$ cat src/rtl/skid_pkg.sv
// Shared types for the skid_register pipeline stage.
//   state_t : occupancy state of the two-entry buffer
//   OCC_W   : width of the stored-word count
//   occ_of  : stored-word count for a given state
package skid_pkg;

  localparam int unsigned OCC_W = 2;

  typedef enum logic [1:0] {
    EMPTY = 2'd0,
    BUSY  = 2'd1,
    FULL  = 2'd2
  } state_t;

  function automatic logic [OCC_W-1:0] occ_of(input state_t s);
    case (s)
      BUSY:    occ_of = 2'd1;
      FULL:    occ_of = 2'd2;
      default: occ_of = 2'd0;
    endcase
  endfunction

endpackage

$ cat src/rtl/skid_register_load.sv
// Enable-loaded storage register with synchronous active-high reset to zero.
//   clk, reset : clock and synchronous reset
//   load       : capture d on the rising edge
//   d, q       : data in / registered data out
module load_register #(
  parameter int unsigned DATA_WIDTH = 32
) (
  input  logic                  clk,
  input  logic                  reset,
  input  logic                  load,
  input  logic [DATA_WIDTH-1:0] d,
  output logic [DATA_WIDTH-1:0] q
);

  always_ff @(posedge clk) begin
    if (reset)     q <= '0;
    else if (load) q <= d;
  end

endmodule

$ cat src/rtl/skid_register.sv
// Two-entry valid/ready pipeline register (skid buffer). All outputs come
// straight from flops, so neither data nor ready paths are combinational.
//   clk, reset           : clock, synchronous active-high reset
//   s_valid_i/s_ready_o  : upstream handshake, s_data_i upstream word
//   m_valid_o/m_ready_i  : downstream handshake, m_data_o output word
//   flush_i              : discard all stored words (data contents kept)
//   occupancy_o          : stored-word count 0..2
module skid_register
  import skid_pkg::*;
#(
  parameter int unsigned DATA_WIDTH = 32
) (
  input  logic                  clk,
  input  logic                  reset,
  input  logic                  s_valid_i,
  output logic                  s_ready_o,
  input  logic [DATA_WIDTH-1:0] s_data_i,
  output logic                  m_valid_o,
  input  logic                  m_ready_i,
  output logic [DATA_WIDTH-1:0] m_data_o,
  input  logic                  flush_i,
  output logic [OCC_W-1:0]      occupancy_o
);

  state_t                state_q, state_d;
  logic                  s_xfer, m_xfer;
  logic                  main_load, skid_load;
  logic [DATA_WIDTH-1:0] main_d, skid_q;

  assign s_xfer = s_valid_i & s_ready_o;
  assign m_xfer = m_valid_o & m_ready_i;

  // Status outputs are registered copies derived from the next state, so
  // they always agree with state_q without any input-to-output path.
  always_ff @(posedge clk) begin
    if (reset) begin
      state_q     <= EMPTY;
      s_ready_o   <= 1'b1;
      m_valid_o   <= 1'b0;
      occupancy_o <= '0;
    end else begin
      state_q     <= state_d;
      s_ready_o   <= (state_d != FULL);
      m_valid_o   <= (state_d != EMPTY);
      occupancy_o <= occ_of(state_d);
    end
  end

  always_comb begin
    state_d   = state_q;
    main_load = 1'b0;
    skid_load = 1'b0;
    main_d    = s_data_i;
    if (flush_i) begin
      // Validity only; stored words are left in place.
      state_d = EMPTY;
    end else begin
      case (state_q)
        EMPTY: begin
          if (s_xfer) begin
            state_d   = BUSY;
            main_load = 1'b1;
          end
        end
        BUSY: begin
          if (s_xfer && m_xfer) begin
            main_load = 1'b1;
          end else if (s_xfer) begin
            state_d   = FULL;
            skid_load = 1'b1;
          end else if (m_xfer) begin
            state_d = EMPTY;
          end
        end
        FULL: begin
          if (m_xfer) begin
            state_d   = BUSY;
            main_load = 1'b1;
            main_d    = skid_q;
          end
        end
        default: state_d = EMPTY;
      endcase
    end
  end

  load_register #(.DATA_WIDTH(DATA_WIDTH)) u_main (
    .clk   (clk),
    .reset (reset),
    .load  (main_load),
    .d     (main_d),
    .q     (m_data_o)
  );

  load_register #(.DATA_WIDTH(DATA_WIDTH)) u_skid (
    .clk   (clk),
    .reset (reset),
    .load  (skid_load),
    .d     (s_data_i),
    .q     (skid_q)
  );

endmodule
$ cat config.mk
export PLATFORM = sky130hd
export DESIGN_NAME = skid_register
export DESIGN_NICKNAME = d
export VERILOG_FILES = /design/src/rtl/skid_pkg.sv /design/src/rtl/skid_register_load.sv /design/src/rtl/skid_register.sv
export SDC_FILE = /design/constraint.sdc
export NUM_CORES = 1
export LEC_CHECK = 0
export ABC_CLOCK_PERIOD_IN_PS = 2300
export CORE_ASPECT_RATIO = 0.75
export CORE_MARGIN = 2
export CORE_UTILIZATION = 50
export DETAILED_ROUTE_END_ITERATION = 8
export GPL_ROUTABILITY_DRIVEN = 0
export MAX_ROUTING_LAYER = met4
export PLACE_DENSITY = 0.8
export SYNTH_ARGS = -nofsm -noshare
export SYNTH_HDL_FRONTEND = slang
export SYNTH_SLANG_ARGS = --single-unit
$ cat constraint.sdc
create_clock -name clk -period 2.3 [get_ports clk]
set_input_delay 0.23 -clock clk [delete_from_list [all_inputs] [get_ports clk]]
set_output_delay 0.23 -clock clk [all_outputs]
set_load 0.1 [all_outputs]
==> reports/results.ini, run 1 <==
[run_status]
outcome = finished, final reports clean

[sta]
post-route-period-util_pct = 74.6
max_slew_margin_pct = 51.1
slew_viol_final = 0
clock_skew_ns = 0.00370
rsz0062_at_grt = no
hold_viol_final = 0
tightest_slew_ns = 0.733
final.setup.tns_ns = 0
period_minus_slack_ns = 1.71
fmax_ghz = 0.583
finalSetupViolCount = 0

[synthesis]
post-synth-top-count-cell = dfxtp_1
synth_fa_ha_area_share_pct = 0
synth_cells = 318
synth_area_sq_mm = 0.00312
synthSimpleGateAreaFrac_pct = 16.7
synth_cell_types = 27
ys_seq_area_share_pct = 45.0
ys_seq_elements = 70
yosys.area.top_type = dfxtp_1
syn_nets = 355
avgSynthCellArea_sq_um = 9.80
synthArstFlopShare_pct = 0
synth_mux_area_share_pct = 10.3
synth_top_family_by_area = compound AO/OA/AOI/OAI gates
synth_commonest_cells = 70 x dfxtp_1, 66 x nand2_1, 36 x nor2_1
ys_warn_count = 0
synth_top_area_share_pct = 45.0
synth-compound-area-share_pct = 22.3
synth_edf_count = 0
synth_ff_type = dfxtp_1
synth_area_leaders = dfxtp_1 45%, a221oi_2 14%, mux2i_1 10%
synthXorXnorAreaFrac_pct = 0

[die]
die_h_um = 72.4
die_w_um = 95.2
pin_count = 73
core_sq_mm = 0.00592
start_util_pct = 52.7
rows = 24
dieArea_sq_mm = 0.00689

[global_route]
grt-busiest-layer = met2
grt_pass1_vias = 2395
grt_use_total_pct = 22.8
grt_util_met3_pct = 6.23
grt_pass1_wl_um = 11800
grt_antenna_before_repair = 0
use_met2_pct = 34.4
grt_max_degree = 39
use_met1_pct = 30.9
overflow = 0

[clock_network]
cts_root_buf = clkbuf_8
clock_path_buffers = 2
cts_sinks = 70
cts_made_buffers = 9
cts_tree = done
cts.htree.levels = 3
cts_setup_buffers = 0
cts_hold_buf = 0
clkLatencyLatePin_ns = 0.34
cts.clk_slew.worst_paths_ns = 0.07
cts_resized = 0

[setup_path]
startpoint = state_q[1]
r2r_end = u_main.q[5]
worst-endpoint-arrival_ns = 1.97
critPathMaxFanout = 18
rrSetupSlack_ns = 0.59
rr_startpoint = state_q[1]
cp.required_ns = 2.56
crit_path_start_kind = register
critPathKind = reg2reg
worst_r2r_path_depth = 4
crit_path_end_kind = register
endpoint = u_main.q[5]

[route]
first_pass_iters = 4
wl_um = 7230
drc = 0
wl_per_cell_um = 15.6
detail-route-antenna-nets = 0
vias = 2533
vias_per_cell = 5.46
drtIter0Drc = 160

[power]
ir_drop_mv = 0.426
power.density_mw_per_mm2 = 780
p_leak_nw = 1.41

[layout]
post-route-util_pct = 68.1
fin_nets = 418
n_fill_cell = 478
antenna_cells = 0
drive_gt1_share_pct = 25.6
syn2layout_area_growth_pct = 29.2

[hold_path]
hold_path_class = in2reg

[run]
drv_cap = 0

[placed_design]
dpl.hpwl_um = 4550
port-buffer-count = 72

## flip-flops by register name (all words and copies together), names as in the netlist
name         count
u_main.q        32
s_ready_o        1
state_q          2
m_valid_o        1
u_skid.q        32
occupancy_o      2
## stage by stage
stage	instance area [sq um]	instances	setup slack, ns	hold WS (ns)	total power [mW]
2_1_floorplan	3120	318	0.149	0.366	1.84
3_3_place_gp	3790	448	0.313	0.441	2.02
3_5_place_dp	3790	448	0.261	0.447	2.03
4_1_cts	4030	464	0.585	0.428	3.17
5_1_grt	4030	464	0.490	0.459	3.25
6_report	4030	464	0.585	0.450	3.14
## cells by family after synthesis
group / count (synthesis)
muxes: 32
DFF: 70
buffers and inverters: 28
and+or+nand+nor: 115
AOI/OAI and AO/OA: 73
## cells in the final DEF, fill, tap and decap left out
master	instances
a21bo_2	1
a21o_2	1
a21oi_1	35
a221oi_1	2
a221oi_2	30
a311oi_1	2
and2_1	1
buf_12	4
buf_2	1
buf_4	40
bufinv_16	2
clkbuf_8	11
clkdlybuf4s50_1	35
clkinv_2	1
clkinv_4	1
clkinvlp_4	1
dfxtp_1	70
mux2i_1	32
nand2_1	66
nand3b_4	1
nand4b_4	1
nand4bb_1	1
nor2_1	35
nor2_4	1
nor2_8	1
nor2b_1	1
nor3_1	1
nor3_4	2
nor4_1	2
o211a_1	1
o21bai_1	1
or3_1	1
or4_1	1
## how the worst min path moves through the flow
stage,start,endpoint,cells past startpoint
2_1_floorplan,s_data_i[0],u_skid.q[0],2
3_3_place_gp,u_skid.q[17],u_skid.q[17],2
3_5_place_dp,u_skid.q[4],u_skid.q[4],2
4_1_cts,reset,u_skid.q[17],2
5_1_grt,reset,u_skid.q[17],2
6_report,reset,u_skid.q[17],2
## routing by layer
| metal | vias to the layer above | wire, um |
|---|---|---|
| li1 | 1265 | - |
| met1 | 1199 | 3510 |
| met2 | 63 | 3290 |
| met3 | 6 | 388 |
| met4 | 0 | 49 |
| met5 | - | 0 |
## critical path, stage by stage, from the launching register on
cell	delay (ns)
dfxtp_1	0.39
nand4bb_1	0.29
a21o_2	0.46
buf_12	0.25
a221oi_2	0.24
## where the power goes
group          total [mW]  leakage (nW)  switching (mW)  internal (mW)
combinational       0.702         0.724           0.503          0.198
sequential           1.30         0.571          0.0370           1.27
clock                1.14         0.116           0.467          0.670
total                3.14          1.41            1.01           2.13
## layout make-up
type	instances	area (sq um)	share of cell area, %
Clock buffer	11	151	3.76
Clock inverter	5	81.3	2.02
Multi-Input combinational cell	220	1560	38.7
Sequential cell	70	1400	34.8
Tap cell	78	97.6	2.42
Timing Repair Buffer	80	736	18.3
Note: power is estimated with default switching activity, not from simulation.
==> inputs of run 2 (changes only) <==
- ABC_CLOCK_PERIOD_IN_PS: 2300 -> 1500
- CORE_UTILIZATION: 50 -> 45
- PLACE_DENSITY: 0.8 -> 0.76
- clock period: 2.3 -> 1.5 ns (I/O delays scaled with it)
==> run 2 against run 1 <==
  * Cell count grew 4.3%
  * Worst setup slack lost 0.52 ns
  * First-iteration DRC count shrank 11%
  * Critical endpoint is now u_skid.q[31]
==> reports/results.ini, run 2 (same netlist as run 1, synthesis figures left out) <==
[hold_path]
hold_path_end = u_skid.q[10]
min_path_cells = 2  ; unchanged
hold_path_startpoint = reset
hold_path_class = in2reg

[power]
p_clk_share_pct = 35.5  ; -0.7 points
p_leak_nw = 1.63  ; +15%
ir_drop_mv = 0.640  ; +50%
p_total_mw = 5.16  ; +64%
power.internal_mw = 3.56  ; +67%
combPwrFrac_pct = 25.1  ; +2.8 points
switchingPower_mw = 1.60  ; +59%
seqPwrFrac_pct = 39.3  ; -2.2 points
power.density_mw_per_mm2 = 1100  ; +41%
swShare_pct = 31.0  ; -1.1 points

[layout]
finish.instance_area_sq_mm = 0.00469  ; +16%
syn2layout_area_growth_pct = 50.4
fin_nets = 432  ; +3.3%
drive_gt1_share_pct = 29.3  ; +3.6 points
reg_top3 = u_main.q: 32 flops, u_skid.q: 32 flops
antenna_cells = 0  ; unchanged
layout_common_cells = 66 x nand2_1, 66 x dfxtp_1, 44 x buf_12
final_cells = 484  ; +4.3%

[route]
wl_per_cell_um = 16.1  ; +3.1%
met1Wirelength_um = 3570  ; +1.7%
met2WireLength_um = 3650  ; +11%
drtIter0Drc = 142  ; -11%
wl_um = 7770  ; +7.5%
top_layer = met4
vias = 2664  ; +5.2%
drc = 0  ; unchanged
met3_length_um = 502  ; +29%
detail-route-antenna-nets = 0  ; unchanged
vias_per_cell = 5.50  ; +0.83%
first_pass_iters = 5  ; +1

[setup_path]
critPathMaxFanout = 18  ; unchanged
critPathKind = in2reg
r2r_end = u_main.q[10]
crit_path_end_kind = register
rrSetupSlack_ns = 0.06  ; -0.52 ns
worst-endpoint-arrival_ns = 1.67  ; -0.30 ns
worst_r2r_path_depth = 5  ; +1
crit_path_start_kind = primary input
cp.required_ns = 1.73  ; -0.83 ns
rr_startpoint = state_q[0]

[sta]
fmax_ghz = 0.695
period_minus_slack_ns = 1.44
max_slew_margin_pct = 77.1  ; +26 points
finalSetupViolCount = 0  ; unchanged
hold_ws_ns = 0.197  ; -0.254 ns
tightest_slew_ns = 0.344  ; -0.389 ns
slew_viol_final = 0  ; unchanged
worst_slack_ns = 0.0614  ; -0.524 ns
post-route-period-util_pct = 95.9
hold_viol_final = 0  ; unchanged
clock_skew_ns = 0.00766  ; +0.00396 ns

[die]
pin_count = 73  ; unchanged
core_sq_mm = 0.00677  ; +14%
die_h_um = 76.1  ; +5.1%
rows = 26  ; +8.3%
die_w_um = 100  ; +5.2%
dieArea_sq_mm = 0.00761  ; +11%
start_util_pct = 46.1  ; -6.6 points

[clock_network]
cts.htree.levels = 3  ; unchanged
cts_setup_buffers = 0  ; unchanged
cts.clk_slew.worst_paths_ns = 0.07  ; about the same
cts_made_buffers = 9  ; unchanged
clock_path_buffers = 2  ; unchanged
cts_root_buf = clkbuf_8
cts_sinks = 70  ; unchanged
cts_tree = done
clkLatencyLatePin_ns = 0.36  ; +0.02 ns

[run_status]
outcome = finished, final reports clean

[global_route]
grt_max_degree = 45  ; +15%
grt_use_total_pct = 21.3  ; -1.5 points
grt_antenna_before_repair = 0  ; unchanged
grt_pass1_wl_um = 12700  ; +7.2%
grt_pass1_vias = 2602  ; +8.6%
overflow = 0  ; unchanged

[run]
drv_cap = 0  ; unchanged

[placed_design]
dp_slack_ns = -0.263  ; -0.525 ns
placedCellCount = 468  ; +4.5%
post_dp_cell_area_sq_mm = 0.00441  ; +16%
port-buffer-count = 72  ; unchanged
dpl.hpwl_um = 5250  ; +15%

[run 2: cell type report]
| type | instances | area [sq um] |
|---|---|---|
| clock buffers | 11 | 131 |
| flip-flops and latches | 70 | 1410 |
| fillers | 492 | 2080 |
| well taps | 84 | 105 |
| repair buffers | 94 | 1350 |
| clock inverters | 5 | 105 |
| multi-input cells | 220 | 1580 |
[run 2: repair_timing]
item / CTS / global route
gates resized for setup: 1 / 7
setup endpoints to repair: 7 / 40
hold buffers: 0 / 0
[run 2: per-stage QoR]
| stage | utilization [%] | setup TNS [ns] |
|---|---|---|
| after floorplan | - | -1.53 |
| after global placement | 65.2 | -13.39 |
| after detailed placement | 65.2 | -14.76 |
| after CTS | 68.8 | 0 |
| after global routing | 69.3 | -0.0267 |
| final | 69.3 | 0 |
[run 2: how the worst max path moves through the flow]
stage	start	to	slack (ns)	cells past startpoint
after floorplan	s_ready_o	u_skid.q[10]	-0.03	6
after global placement	s_valid_i	u_main.q[7]	-0.23	5
after detailed placement	m_ready_i	u_main.q[10]	-0.26	6
after CTS	state_q[0]	u_skid.q[1]	0.02	6
after global routing	state_q[1]	u_main.q[7]	-0.01	4
final	s_valid_i	u_skid.q[31]	0.06	6
[run 2: layer usage]
layer / track usage [%] / vias to the layer above
met2: 31.9 / 89
met5: - / -
li1: - / 1292
met1: 27.8 / 1273
met3: 7.34 / 10
met4: 4.93 / 0
[run 2: power groups by stage]
stage                     clock network (mW)  logic, mW  registers [mW]
after global routing                    1.94       1.35            2.04
final                                   1.84       1.30            2.03
after detailed placement                   0       1.29            2.07
after floorplan                            0      0.285            2.53
after CTS                               1.87       1.29            2.03
after global placement                     0       1.27            2.07
[run 2: critical path: stages]
cell             delay, ns
clkdlybuf4s50_1       0.62
nand3b_4              0.14
or3_1                 0.38
buf_4                 0.22
nand2_1               0.09
a21oi_1               0.06
==> inputs of run 3 (changes only) <==
==> constraint.sdc (replaced) <==
create_clock -name clk -period 1.5 [get_ports clk]
set_input_delay 0.225 -clock clk [delete_from_list [all_inputs] [get_ports clk]]
set_output_delay 0.225 -clock clk [all_outputs]
set_load 0.1 [all_outputs]
==> run 3 against run 2 <==
  * Sequential cell count did not move
  * Clock power fell by 15%
  * Worst setup slack got worse by 0.024 ns
  * Count of clock-buffer cells in the layout did not move
  * Critical path depth fell by 2
  * Sequential share of layout area rose by 0.19 points
  * Register-to-register slack got worse by 0.02 ns
  * Core utilization fell by 0.55 points
  * Total power fell by 5.2%
  * Global-route usage rose by 0.70 points
  * Via count barely moved
  * Critical path type is now reg2reg
==> reports/results.ini, run 3 (same netlist as run 1, synthesis figures left out) <==
[sta]
finalSetupViolCount = 0  ; unchanged
post-route-period-util_pct = 97.5  ; +1.6 points
hold_viol_final = 0  ; unchanged
period_minus_slack_ns = 1.46  ; +0.0236 ns
rsz0062_at_grt = yes
clock_skew_ns = 0.00299  ; -0.00467 ns
slew_viol_final = 0  ; unchanged
max_slew_margin_pct = 62.0  ; -15 points
tightest_slew_ns = 0.570  ; +0.226 ns
fmax_ghz = 0.684  ; -1.6%

[setup_path]
crit_path_end_kind = register
critPathMaxFanout = 19  ; +1
critPathKind = reg2reg
crit_path_start_kind = register
worst-endpoint-arrival_ns = 1.72  ; +0.05 ns
cp.required_ns = 1.75  ; +0.02 ns

[power]
power.internal_mw = 3.30  ; -7.2%
p_leak_nw = 1.63  ; +0.54%
seqPwrFrac_pct = 41.5  ; +2.2 points
switchingPower_mw = 1.59  ; -0.81%
ir_drop_mv = 0.728  ; +14%
p_clk_share_pct = 32.0  ; -3.5 points
power.density_mw_per_mm2 = 1050  ; -4.5%
swShare_pct = 32.5  ; +1.4 points
combPwrFrac_pct = 26.5  ; +1.4 points

[layout]
post-route-util_pct = 68.7  ; -0.55 points
syn2layout_area_growth_pct = 49.2
fin_nets = 435  ; +0.69%
finish.instance_area_sq_mm = 0.00465  ; -0.80%
layout_common_cells = 66 x nand2_1, 66 x dfxtp_1, 42 x buf_12, 35 x nor2_1, 35 x a21oi_1
n_fill_cell = 491  ; -0.20%
reg_top3 = u_main.q: 32 flops, u_skid.q: 32 flops
drive_gt1_share_pct = 30.0  ; +0.77 points
antenna_cells = 0  ; unchanged

[die]
core_sq_mm = 0.00677  ; unchanged
start_util_pct = 46.1  ; unchanged
dieArea_sq_mm = 0.00761  ; unchanged
die_w_um = 100  ; unchanged
pin_count = 73  ; unchanged
rows = 26  ; unchanged
die_h_um = 76.1  ; unchanged

[clock_network]
clock_path_buffers = 2  ; unchanged
cts.clk_slew.worst_paths_ns = 0.07  ; about the same
cts.htree.levels = 3  ; unchanged
cts_made_buffers = 9  ; unchanged
clkLatencyLatePin_ns = 0.34  ; -0.02 ns
cts_hold_buf = 0  ; unchanged
cts_sinks = 70  ; unchanged
cts_tree = done
cts_root_buf = clkbuf_8

[placed_design]
port-buffer-count = 72  ; unchanged
post_dp_cell_area_sq_mm = 0.00441  ; about the same
dpl.hpwl_um = 5490  ; +4.5%

[route]
wl_per_cell_um = 16.4  ; +2.1%
wl_um = 7980  ; +2.7%
vias_per_cell = 5.47  ; -0.69%
drtIter0Drc = 160  ; +13%
drc = 0  ; unchanged
first_pass_iters = 4  ; -1
vias = 2662  ; -0.075%
detail-route-antenna-nets = 0  ; unchanged

[global_route]
grt_use_total_pct = 22.0  ; +0.70 points
grt_antenna_before_repair = 0  ; unchanged
grt_pass1_wl_um = 13100  ; +3.5%
grt_pass1_vias = 2719  ; +4.5%
overflow = 0  ; unchanged
grt_max_degree = 45  ; unchanged

[run]
drv_cap = 0  ; unchanged

[hold_path]
hold_path_class = in2reg

[run_status]
outcome = finished, final reports clean

## run 3: changes by cell type in the layout (fill, tap and decap cells not counted), sizes merged
cell | before | now
dlymetal6s2s | 0 | 1
dlygate4sd2 | 0 | 1
buf | 59 | 62
clkdlybuf4s50 | 35 | 33
clkinv | 0 | 2
bufinv | 3 | 1
## run 3: power by group through the flow
stage | clock network (mW) | registers (mW) | logic [mW]
global placement | 0 | 2.07 | 1.27
detailed placement | 0 | 2.07 | 1.29
finish | 1.56 | 2.03 | 1.30
floorplan | 0 | 2.53 | 0.285
global route | 1.68 | 2.04 | 1.34
CTS | 1.59 | 2.03 | 1.30
## run 3: final timing paths
path | start | depth (start not counted) | slack, ns | to
max | state_q[1] | 4 | 0.04 | u_main.q[17]
min | reset | 2 | 0.16 | s_ready_o
max reg2reg | state_q[1] | 4 | 0.04 | u_main.q[17]
min reg2reg | u_skid.q[1] | 2 | 0.46 | u_skid.q[1]
## run 3: per-stage QoR
step	instances	hold slack, ns	setup slack [ns]	power (mW)	setup TNS [ns]
final	487	0.157	0.0378	4.89	0
after CTS	487	0.149	-0.00827	4.92	-0.0118
after floorplan	318	0.361	-0.0309	2.82	-1.53
after global placement	471	0.441	-0.320	3.35	-19.22
after global routing	487	0.151	-0.0397	5.07	-0.0666
after detailed placement	471	0.447	-0.387	3.37	-22.19
## run 3: what timing repair did
item,4_1_cts,5_1_grt
gates resized for setup,4,7
setup buffers,0,0
hold endpoints to repair,0,0
setup endpoints to repair,27,57
## run 3: layer usage
layer  wire (um)  vias up  global-route usage [%]
met5           0        -                       -
met3         365       10                    5.50
met1        3860     1283                    28.7
met4          82        0                    4.66
met2        3680       70                    34.8
li1            -     1299                       -
## run 3: final cells by class
| type | instances | area (sq um) | share of cell area, % |
|---|---|---|---|
| flip-flops and latches | 70 | 1410 | 30.4 |
| multi-input cells | 220 | 1560 | 33.6 |
| well taps | 84 | 105 | 2.26 |
| clock buffers | 11 | 151 | 3.26 |
| clock inverters | 5 | 55.1 | 1.18 |
| repair buffers | 97 | 1360 | 29.3 |
## run 3: critical path, cell delays in order (launching register included)
cell	delay [ns]
dfxtp_2	0.36
nand4bb_1	0.26
a21o_2	0.30
buf_12	0.18
a221oi_2	0.26
